<file path="config.mk">
export PLATFORM = sky130hd
export DESIGN_NAME = id_stage_hs_flat
export DESIGN_NICKNAME = d
export VERILOG_FILES = /design/src/rtl/id_stage_hs_if.sv /design/src/rtl/id_stage_hs.sv /design/src/flat_wrapper.sv
export SDC_FILE = /design/constraint.sdc
export NUM_CORES = 1
export LEC_CHECK = 0
export CAP_MARGIN = 25
export CELL_PAD_IN_SITES_DETAIL_PLACEMENT = 1
export CELL_PAD_IN_SITES_GLOBAL_PLACEMENT = 1
export CORE_ASPECT_RATIO = 0.75
export CORE_MARGIN = 2
export CORE_UTILIZATION = 37
export DETAILED_ROUTE_END_ITERATION = 7
export PLACE_DENSITY = 0.82
export SYNTH_ARGS = -nofsm -noshare
export SYNTH_HDL_FRONTEND = slang
export SYNTH_SLANG_ARGS = --single-unit
</file>
<file path="constraint.sdc">
create_clock -name clk -period 5.7 [get_ports clk]
set_input_delay 0.57 -clock clk [delete_from_list [all_inputs] [get_ports clk]]
set_output_delay 0.57 -clock clk [all_outputs]
set_load 0.05 [all_outputs]
</file>
<file path="src/rtl/id_stage_hs_if.sv">
// Decode-stage bus: upstream fetch handshake, regfile read port, downstream
// issue handshake and status. slave = decode stage, master = its environment.
interface id_stage_hs_if #(
  parameter int DATA_WIDTH = 16,
  parameter int ADDR_WIDTH = 8,
  parameter int REG_WIDTH  = 4,
  parameter int IMM_WIDTH  = 8,
  parameter int DEPTH      = 2
);
  logic                    in_valid;
  logic                    in_ready;
  logic [ADDR_WIDTH-1:0]   pc_i;
  logic [15:0]             instr_i;
  logic [REG_WIDTH-1:0]    rf_ra1_o;
  logic [REG_WIDTH-1:0]    rf_ra2_o;
  logic [DATA_WIDTH-1:0]   rf_rd1_i;
  logic [DATA_WIDTH-1:0]   rf_rd2_i;
  logic                    flush_i;
  logic                    out_valid;
  logic                    out_ready;
  logic [ADDR_WIDTH-1:0]   pc_o;
  logic [REG_WIDTH-1:0]    rs_o;
  logic [REG_WIDTH-1:0]    rt_o;
  logic [REG_WIDTH-1:0]    rd_o;
  logic [DATA_WIDTH-1:0]   rs_data_o;
  logic [DATA_WIDTH-1:0]   rt_data_o;
  logic [DATA_WIDTH-1:0]   imm_o;
  logic [8:0]              ctrl_o;
  logic                    jump_o;
  logic [IMM_WIDTH-1:0]    jump_addr_o;
  logic                    halted_o;
  logic [$clog2(DEPTH):0]  count_o;

  modport slave (
    input  in_valid, pc_i, instr_i, rf_rd1_i, rf_rd2_i, flush_i, out_ready,
    output in_ready, rf_ra1_o, rf_ra2_o, out_valid, pc_o, rs_o, rt_o, rd_o,
           rs_data_o, rt_data_o, imm_o, ctrl_o, jump_o, jump_addr_o,
           halted_o, count_o
  );

  modport master (
    output in_valid, pc_i, instr_i, rf_rd1_i, rf_rd2_i, flush_i, out_ready,
    input  in_ready, rf_ra1_o, rf_ra2_o, out_valid, pc_o, rs_o, rt_o, rd_o,
           rs_data_o, rt_data_o, imm_o, ctrl_o, jump_o, jump_addr_o,
           halted_o, count_o
  );
endinterface

</file>
<file path="src/rtl/id_stage_hs.sv">
// Decode stage: decodes, reads regfile and queues entries for issue; latency 1 cycle.
// Backpressure: in_ready drops when the queue is full and not popping, on flush, or once halted.
module id_stage_hs #(
  parameter int DATA_WIDTH = 16,
  parameter int ADDR_WIDTH = 8,
  parameter int REG_WIDTH  = 4,
  parameter int IMM_WIDTH  = 8,
  parameter int DEPTH      = 2
) (
  input  logic        clk,
  input  logic        rst,
  id_stage_hs_if.slave bus
);
  localparam int PW = $clog2(DEPTH);
  localparam int CW = PW + 1;
  localparam logic [CW-1:0] FULL = CW'(DEPTH);

  typedef struct packed {
    logic [ADDR_WIDTH-1:0] pc;
    logic [REG_WIDTH-1:0]  rs;
    logic [REG_WIDTH-1:0]  rt;
    logic [REG_WIDTH-1:0]  rd;
    logic [DATA_WIDTH-1:0] rsData;
    logic [DATA_WIDTH-1:0] rtData;
    logic [DATA_WIDTH-1:0] imm;
    logic [8:0]            ctrl;
  } entryT;

  typedef enum logic {RUN, HALTED} stateT;

  entryT         mem [DEPTH];
  entryT         inEntry;
  entryT         headEntry;
  logic [PW-1:0] head;
  logic [PW-1:0] tail;
  logic [CW-1:0] count;
  stateT         state;
  stateT         stateNext;
  logic [3:0]    opcode;
  logic [8:0]    ctrlDec;
  logic          outValid;
  logic          inReady;
  logic          accept;
  logic          pop;

  assign opcode = bus.instr_i[15:12];

  // Control word order: RegWrite, ALUop, Branch, MemRead, RegDst, MemWrite, MemToReg, Mov, Floating
  always_comb begin
    ctrlDec = 9'b000000000;
    case (opcode)
      4'h0, 4'h1, 4'h2, 4'h3: ctrlDec = 9'b110010000;
      4'h4:                   ctrlDec = 9'b100100100;
      4'h5:                   ctrlDec = 9'b000001000;
      4'h6:                   ctrlDec = 9'b011000000;
      4'h8:                   ctrlDec = 9'b100000010;
      4'h9:                   ctrlDec = 9'b110010001;
      default:                ctrlDec = 9'b000000000;
    endcase
  end

  assign outValid = (count != '0);
  // A full queue still accepts when the head leaves in the same cycle
  assign inReady  = (state == RUN) && !bus.flush_i &&
                    ((count < FULL) || (outValid && bus.out_ready));
  assign accept   = bus.in_valid && inReady;
  assign pop      = outValid && bus.out_ready && !bus.flush_i;

  always_comb begin
    inEntry        = '0;
    inEntry.pc     = bus.pc_i;
    inEntry.rs     = REG_WIDTH'(bus.instr_i[11:8]);
    inEntry.rt     = REG_WIDTH'(bus.instr_i[7:4]);
    inEntry.rd     = REG_WIDTH'(bus.instr_i[3:0]);
    inEntry.rsData = bus.rf_rd1_i;
    inEntry.rtData = bus.rf_rd2_i;
    inEntry.imm    = DATA_WIDTH'($signed(bus.instr_i[IMM_WIDTH-1:0]));
    inEntry.ctrl   = ctrlDec;
  end

  always_ff @(posedge clk) begin
    if (accept) mem[tail] <= inEntry;
  end

  always_ff @(posedge clk) begin
    if (rst || bus.flush_i) begin
      head  <= '0;
      tail  <= '0;
      count <= '0;
    end else begin
      if (accept) tail <= tail + PW'(1);
      if (pop)    head <= head + PW'(1);
      case ({accept, pop})
        2'b10:   count <= count + CW'(1);
        2'b01:   count <= count - CW'(1);
        default: count <= count;
      endcase
    end
  end

  always_ff @(posedge clk) begin
    if (rst) state <= RUN;
    else     state <= stateNext;
  end

  // HALTED is sticky; only reset brings the stage back
  always_comb begin
    stateNext = state;
    if (state == RUN && accept && opcode == 4'hF) stateNext = HALTED;
  end

  // Storage is not reset, so the head is masked while the queue is empty
  assign headEntry = outValid ? mem[head] : '0;

  assign bus.in_ready    = inReady;
  assign bus.out_valid   = outValid;
  assign bus.rf_ra1_o    = REG_WIDTH'(bus.instr_i[11:8]);
  assign bus.rf_ra2_o    = REG_WIDTH'(bus.instr_i[7:4]);
  assign bus.pc_o        = headEntry.pc;
  assign bus.rs_o        = headEntry.rs;
  assign bus.rt_o        = headEntry.rt;
  assign bus.rd_o        = headEntry.rd;
  assign bus.rs_data_o   = headEntry.rsData;
  assign bus.rt_data_o   = headEntry.rtData;
  assign bus.imm_o       = headEntry.imm;
  assign bus.ctrl_o      = headEntry.ctrl;
  assign bus.jump_o      = accept && (opcode == 4'h7);
  assign bus.jump_addr_o = bus.instr_i[IMM_WIDTH-1:0];
  assign bus.halted_o    = (state == HALTED);
  assign bus.count_o     = count;
endmodule

</file>
<file path="src/flat_wrapper.sv">
// flat-port wrapper written by rule: the top's interface ports become plain ports
module id_stage_hs_flat 
#(
  parameter int DATA_WIDTH = 16,
  parameter int ADDR_WIDTH = 8,
  parameter int REG_WIDTH  = 4,
  parameter int IMM_WIDTH  = 8,
  parameter int DEPTH      = 2
)
  (clk, rst, bus_in_valid, bus_pc_i, bus_instr_i, bus_rf_rd1_i, bus_rf_rd2_i, bus_flush_i, bus_out_ready, bus_in_ready, bus_rf_ra1_o, bus_rf_ra2_o, bus_out_valid, bus_pc_o, bus_rs_o, bus_rt_o, bus_rd_o, bus_rs_data_o, bus_rt_data_o, bus_imm_o, bus_ctrl_o, bus_jump_o, bus_jump_addr_o, bus_halted_o, bus_count_o);
  id_stage_hs_if #(.DATA_WIDTH(DATA_WIDTH), .ADDR_WIDTH(ADDR_WIDTH), .REG_WIDTH(REG_WIDTH), .IMM_WIDTH(IMM_WIDTH), .DEPTH(DEPTH)) bus_i ();
  input  logic clk;
  input  logic rst;
  input wire logic [$bits(bus_i.in_valid)-1:0] bus_in_valid;
  input wire logic [$bits(bus_i.pc_i)-1:0] bus_pc_i;
  input wire logic [$bits(bus_i.instr_i)-1:0] bus_instr_i;
  input wire logic [$bits(bus_i.rf_rd1_i)-1:0] bus_rf_rd1_i;
  input wire logic [$bits(bus_i.rf_rd2_i)-1:0] bus_rf_rd2_i;
  input wire logic [$bits(bus_i.flush_i)-1:0] bus_flush_i;
  input wire logic [$bits(bus_i.out_ready)-1:0] bus_out_ready;
  output wire logic [$bits(bus_i.in_ready)-1:0] bus_in_ready;
  output wire logic [$bits(bus_i.rf_ra1_o)-1:0] bus_rf_ra1_o;
  output wire logic [$bits(bus_i.rf_ra2_o)-1:0] bus_rf_ra2_o;
  output wire logic [$bits(bus_i.out_valid)-1:0] bus_out_valid;
  output wire logic [$bits(bus_i.pc_o)-1:0] bus_pc_o;
  output wire logic [$bits(bus_i.rs_o)-1:0] bus_rs_o;
  output wire logic [$bits(bus_i.rt_o)-1:0] bus_rt_o;
  output wire logic [$bits(bus_i.rd_o)-1:0] bus_rd_o;
  output wire logic [$bits(bus_i.rs_data_o)-1:0] bus_rs_data_o;
  output wire logic [$bits(bus_i.rt_data_o)-1:0] bus_rt_data_o;
  output wire logic [$bits(bus_i.imm_o)-1:0] bus_imm_o;
  output wire logic [$bits(bus_i.ctrl_o)-1:0] bus_ctrl_o;
  output wire logic [$bits(bus_i.jump_o)-1:0] bus_jump_o;
  output wire logic [$bits(bus_i.jump_addr_o)-1:0] bus_jump_addr_o;
  output wire logic [$bits(bus_i.halted_o)-1:0] bus_halted_o;
  output wire logic [$bits(bus_i.count_o)-1:0] bus_count_o;
  assign bus_i.in_valid = bus_in_valid;
  assign bus_i.pc_i = bus_pc_i;
  assign bus_i.instr_i = bus_instr_i;
  assign bus_i.rf_rd1_i = bus_rf_rd1_i;
  assign bus_i.rf_rd2_i = bus_rf_rd2_i;
  assign bus_i.flush_i = bus_flush_i;
  assign bus_i.out_ready = bus_out_ready;
  assign bus_in_ready = bus_i.in_ready;
  assign bus_rf_ra1_o = bus_i.rf_ra1_o;
  assign bus_rf_ra2_o = bus_i.rf_ra2_o;
  assign bus_out_valid = bus_i.out_valid;
  assign bus_pc_o = bus_i.pc_o;
  assign bus_rs_o = bus_i.rs_o;
  assign bus_rt_o = bus_i.rt_o;
  assign bus_rd_o = bus_i.rd_o;
  assign bus_rs_data_o = bus_i.rs_data_o;
  assign bus_rt_data_o = bus_i.rt_data_o;
  assign bus_imm_o = bus_i.imm_o;
  assign bus_ctrl_o = bus_i.ctrl_o;
  assign bus_jump_o = bus_i.jump_o;
  assign bus_jump_addr_o = bus_i.jump_addr_o;
  assign bus_halted_o = bus_i.halted_o;
  assign bus_count_o = bus_i.count_o;
  id_stage_hs #(.DATA_WIDTH(DATA_WIDTH), .ADDR_WIDTH(ADDR_WIDTH), .REG_WIDTH(REG_WIDTH), .IMM_WIDTH(IMM_WIDTH), .DEPTH(DEPTH)) u_core (.clk(clk), .rst(rst), .bus(bus_i));
endmodule
</file>
==> out/results.ini, run 1 <==
[outcome]
status = finished clean

[logic_synthesis]
synth_area_sq_mm = 0.00516
ys_ff_latch = 126
ys.flop_type = edfxtp_1
synth_seq_area_share = 0.721
synth_edf_count = 120
syn-num-nets = 402
postSynthCellCount = 340
yosysWarnings = 0
post_synth_num_cell_types = 27
synthArstFlopShare = 0
syn_area_per_cell_sq_um = 15.2

[pwr]
switching_share = 0.235
power_leakage_nw = 2.36
p_comb_frac = 0.107
max-vdd-ir-drop_uv = 186
p_sw_w = 0.000530
seqPwrFrac = 0.465
power.density_mw_per_mm2 = 311
power_w = 0.00226
internal-power_w = 0.00173
power_frac_clock = 0.428

[floorplan]
die_h_um = 106
dieArea_sq_mm = 0.0149
start_util = 0.378
io-pin-count = 160
die_w_um = 140
rows = 37
core_area_sq_mm = 0.0137

[routing]
vias = 3090
drtIter0Drc = 85
avgRoutedWirePerCell_um = 17.1
drt_pass1_iterations = 4
viasPerCell = 4.68
drt_wl_total_um = 11300
drc_errors = 0
ant_nets = 0

[timing]
setup_violations = 0
fin_crit_ns = 3.35
tightest_slew_ns = 0.839
max_slew_margin = 0.439
fmax_ghz = 0.299
hold_viol = 0
setup_tns_ns = 0
rsz0062_at_grt = false
finalClockSkew_ns = 0.00823
post-route-period-util = 0.587
report.final.slew_viol_count = 0

[place]
port_buffers = 159
dp_cells = 627
place.gp.congestion = 0.725
hpwl_um = 7660

[cells_and_area]
final_common_cell = clkdlybuf4s50_1
fill_cells = 1323
num-nets-final = 534
final_cell_mix = clkdlybuf4s50_1 (159), edfxtp_1 (120), nor2_1 (69), mux2i_1 (60), clkbuf_16 (17)
syn_to_final_growth_pct = 40.6
antenna_cells = 0
post-route-util = 0.531
drive_gt1_frac = 0.0845
fin_cells = 660

[global_route]
grt_pass1_vias = 3265
grt_overflow = 0
grt_pass1_wl_um = 17300
antenna_found_initial = 0
grt_max_degree = 61
track_usage = 0.154

[worst_setup_path]
path_class = in2out
rrSetupSlack_ns = 3.02
path_max_fanout = 6
startpoint_type = primary input
crit_required_ns = 5.13
worstPathArrival_ns = 2.78
critPathCaptureType = output port
r2r_start = u_core.bus.count_o[1]$_SDFFE_PP0P_
reg2reg_depth = 4
crit_path_start = bus_out_ready
critPathCapture = bus_jump_o
r2r_end = u_core.mem[1][32]$_DFFE_PP_

[clock_network]
numCtsBuffers = 17
cts_root_buffer = clkbuf_16
htree_levels = 4
cts_tree = yes
clock_latency_ns = 0.40
cts_sinks = 126
clk_pin_slew_worst_paths_ns = 0.06
cts_resized = 0
cts_buffer_depth = 2
postCtsSetupBuffers = 0
hold_buffers = 0

[worst_hold_path]
hold_path.class = reg2reg

[job]
cap_violations = 0

## how the worst min path moves through the flow
stage,from,cells past startpoint,end
6_report,u_core.head$_SDFFE_PP0P_,2,flip-flop
5_1_grt,u_core.head$_SDFFE_PP0P_,2,u_core.head$_SDFFE_PP0P_
4_1_cts,u_core.head$_SDFFE_PP0P_,2,u_core.head$_SDFFE_PP0P_
3_5_place_dp,u_core.head$_SDFFE_PP0P_,2,flip-flop
3_3_place_gp,u_core.head$_SDFFE_PP0P_,2,u_core.head$_SDFFE_PP0P_
2_1_floorplan,u_core.head$_SDFFE_PP0P_,2,flip-flop
## power groups by stage
stage                     clock network, W  registers, W  logic, W
after floorplan                          0       0.00107  0.000144
after global placement                   0       0.00107  0.000236
after detailed placement                 0       0.00107  0.000242
after CTS                         0.000989       0.00105  0.000243
after global routing               0.00104       0.00105  0.000255
final                             0.000967       0.00105  0.000242
## through the flow
step                      cell area, sq um  hold WS (ns)  worst slack (ns)
final                                 7250         0.521              2.35
after detailed placement              6690         0.506              2.34
after CTS                             7230         0.533              2.09
after floorplan                       5160         0.472              1.37
after global routing                  7250         0.587              2.27
after global placement                6690         0.488              2.35
## cells in the mapped netlist, drive strengths merged (2+ instances only)
cell | number | area (sq um)
o21ai | 2 | 10.0
clkbuf | 10 | 37.5
nor3 | 4 | 20.0
mux2i | 60 | 601
nand2b | 4 | 25.0
inv | 2 | 7.51
nor2 | 72 | 270
xor2 | 2 | 17.5
a21oi | 3 | 15.0
edfxtp | 120 | 3600
nand2 | 3 | 11.3
dfxtp | 6 | 120
buf | 40 | 289
## worst max-delay path: stages
cell and delay, ns:
clkdlybuf4s50_1 0.52, nor2b_4 0.05, or4b_4 0.57, nor3_1 0.21, clkdlybuf4s50_1 0.85
## routing by layer
layer  GRT usage  wire length [um]  up-vias
met5           0                 0        -
met4      0.0563               145        0
met3      0.0491               783       15
met2       0.264              5640      114
met1       0.183              4690     1495
li1            -                 -     1466
## final cells by class
type | count | area, sq um | area share
sequential | 126 | 3730 | 0.514
timing repair buffer | 163 | 1640 | 0.226
clock inverter | 12 | 96.3 | 0.0133
multi-input combinational | 162 | 1130 | 0.155
inverter | 2 | 7.51 | 0.00103
clock buffer | 20 | 437 | 0.0602
tap | 175 | 219 | 0.0302
## sequential cells by signal (all words and copies together), names as in the netlist, named ones only
register / count
u_core.bus.count_o: 2
u_core.bus.halted_o: 1
u_core.tail: 1
u_core.mem: 120
u_core.head: 1
## kinds of logic after synthesis
| kind of cell | synth area share |
|---|---|
| compound gates | 0.0143 |
| mux | 0.119 |
| simple gates | 0.0727 |
| xor+xnor | 0.00509 |
| flops | 0.721 |
| fa+ha+maj | 0.00242 |
| buf+inv | 0.0647 |
Power figures use the tool's default switching activity.
==> run 2: changes to the inputs <==
- clock period: 5.7 -> 3.1 ns (I/O delays scaled with it)
==> out/results.ini, run 2 (synthesized netlist as in run 1, its figures left out) <==
[worst_setup_path]
cp_top_family = buffers and inverters  ; unchanged
startpoint_type = flip-flop  ; was primary input
critPathCaptureType = output port  ; unchanged
r2r_start = u_core.bus.count_o[1]$_SDFFE_PP0P_  ; unchanged
r2r_end = u_core.bus.count_o[1]$_SDFFE_PP0P_  ; was u_core.mem[1][32]$_DFFE_PP_
critPathSlowestCell = clkdlybuf4s50_1  ; unchanged
path_class = reg2out  ; was in2out
crit_required_ns = 2.79  ; was 5.13 ns
slowest_delay_ns = 0.93  ; was 0.85 ns
critPathCapture = bus_imm_o[15]  ; was bus_jump_o
cp_num_cells = 3  ; was 5
critPathBufInv = 1  ; was 2
path_max_fanout = 21  ; was 6
cp_cell_sequence = mux2i_1 -> nor2_1 -> clkdlybuf4s50_1  ; was clkdlybuf4s50_1 -> nor2b_4 -> or4b_4 -> nor3_1 -> clkdlybuf4s50_1
reg2reg_depth = 5  ; was 4
worstPathArrival_ns = 2.56  ; was 2.78 ns
rrSetupSlack_ns = 1.05  ; was 3.02 ns

[floorplan]
core_area_sq_mm = 0.0137  ; unchanged
die_w_um = 140  ; unchanged
io-pin-count = 160  ; unchanged
die_h_um = 106  ; unchanged
start_util = 0.378  ; unchanged
rows = 37  ; unchanged
dieArea_sq_mm = 0.0149  ; unchanged

[timing]
setup_violations = 0  ; unchanged
fin_crit_ns = 2.87
post-route-period-util = 0.927
rsz0062_at_grt = false  ; unchanged
fmax_ghz = 0.348
tightest_slew_ns = 0.613  ; was 0.839 ns
max_slew_margin = 0.590  ; was 0.439
hold_viol = 0  ; unchanged
hold_ws_ns = 0.488  ; was 0.521 ns
report.final.slew_viol_count = 0  ; unchanged
finalClockSkew_ns = 0.00956  ; was 0.00823 ns

[routing]
drt_wl_total_um = 11700  ; was 11,300 um
drc_errors = 0  ; unchanged
drt_pass1_iterations = 4  ; unchanged
ant_nets = 0  ; unchanged
avgRoutedWirePerCell_um = 17.6  ; was 17.1 um
drtIter0Drc = 136  ; was 85
viasPerCell = 4.75  ; was 4.68
vias = 3144  ; was 3,090

[clock_network]
numCtsBuffers = 17  ; unchanged
clock_latency_ns = 0.41  ; was 0.40 ns
cts_tree = yes  ; unchanged
postCtsSetupBuffers = 0  ; unchanged
cts_buffer_depth = 2  ; unchanged
cts_root_buffer = clkbuf_16  ; unchanged
clk_pin_slew_worst_paths_ns = 0.06  ; about the same
cts_sinks = 126  ; unchanged
hold_buffers = 0  ; unchanged
htree_levels = 4  ; unchanged
cts_resized = 0  ; unchanged

[cells_and_area]
multi_input_area_sq_mm = 0.00113  ; unchanged
num-nets-final = 536  ; was 534
final_common_cell = clkdlybuf4s50_1  ; unchanged
post-route-util = 0.538  ; was 0.531
drive_gt1_frac = 0.0903  ; was 0.0845
largest_reg_flops = 120  ; unchanged
syn_to_final_growth_pct = 42.3  ; was 40.6%
antenna_cells = 0  ; unchanged
seq_area_sq_mm = 0.00373  ; unchanged
top_register = u_core.mem  ; unchanged
final_cell_mix = clkdlybuf4s50_1 (158), edfxtp_1 (120), nor2_1 (69), mux2i_1 (60), clkbuf_16 (17)  ; was clkdlybuf4s50_1 (159), edfxtp_1 (120), nor2_1 (69), mux2i_1 (60), clkbuf_16 (17)
fill_cells = 1331  ; was 1,323

[global_route]
grt_overflow = 0  ; unchanged
track_usage = 0.159  ; was 0.154
grt_pass1_vias = 3482  ; was 3,265
antenna_found_initial = 0  ; unchanged
grt_max_degree = 61  ; unchanged
grt_pass1_wl_um = 18000  ; was 17,300 um

[outcome]
status = finished clean  ; unchanged

[place]
hpwl_um = 7780  ; was 7660 um
port_buffers = 159  ; unchanged
place.gp.congestion = 0.738  ; was 0.725

[pwr]
power_w = 0.00433  ; was 0.00226 W
max-vdd-ir-drop_uv = 365  ; was 186 uV
power_leakage_nw = 2.40  ; was 2.36 nW
power.density_mw_per_mm2 = 590  ; was 311 mW/mm^2

[job]
cap_violations = 0  ; unchanged

[worst_hold_path]
hold_path.class = in2reg  ; was reg2reg

[run 2: cell types whose count changed in the layout (fill, tap and decap cells not counted)]
cell | before | now
buf_12 | 0 | 4
buf_16 | 1 | 0
bufinv_16 | 1 | 3
clkbuf_1 | 3 | 2
clkdlybuf4s50_1 | 159 | 158
clkinv_1 | 1 | 2
clkinv_2 | 6 | 5
clkinv_4 | 1 | 0
[run 2: worst min-delay path by stage]
stage                                  start                     endpoint  depth (start not counted)
finish                       bus_rf_rd2_i[8]  u_core.mem[1][33]$_DFFE_PP_                          1
global placement    u_core.head$_SDFFE_PP0P_     u_core.head$_SDFFE_PP0P_                          2
floorplan                    bus_rf_rd2_i[0]  u_core.mem[0][25]$_DFFE_PP_                          0
CTS                          bus_rf_rd2_i[9]  u_core.mem[0][34]$_DFFE_PP_                          1
global route                 bus_rf_rd2_i[8]  u_core.mem[0][33]$_DFFE_PP_                          1
detailed placement  u_core.head$_SDFFE_PP0P_                    flip-flop                          2
[run 2: cell type report]
cell class,count,share of cell area
Inverter,2,0.00102
Timing Repair Buffer,165,0.229
Multi-Input combinational cell,162,0.153
Clock buffer,19,0.0590
Tap cell,175,0.0298
Sequential cell,126,0.508
Clock inverter,13,0.0199
[run 2: power breakdown]
part | switching (W) | internal [W]
clock | 0.000699 | 0.00125
combinational | 0.000275 | 0.000175
sequential | 0.0000153 | 0.00192
[run 2: per-layer routing]
layer  GRT usage  up-vias  wire, um
li1            -     1468         -
met1       0.183     1551      4730
met2       0.284      112      6070
met3      0.0455       13       716
met4      0.0570        0       137
met5           0        -         0
[run 2: metrics by stage]
stage,instances,TNS [ns],area [sq um],worst slack [ns]
final,662,0,7340,0.227
after global routing,662,0,7340,0.0863
after CTS,662,0,7340,0.187
after detailed placement,630,0,6760,0.638
after global placement,630,0,6760,0.676
after floorplan,340,-23.03,5170,-0.192
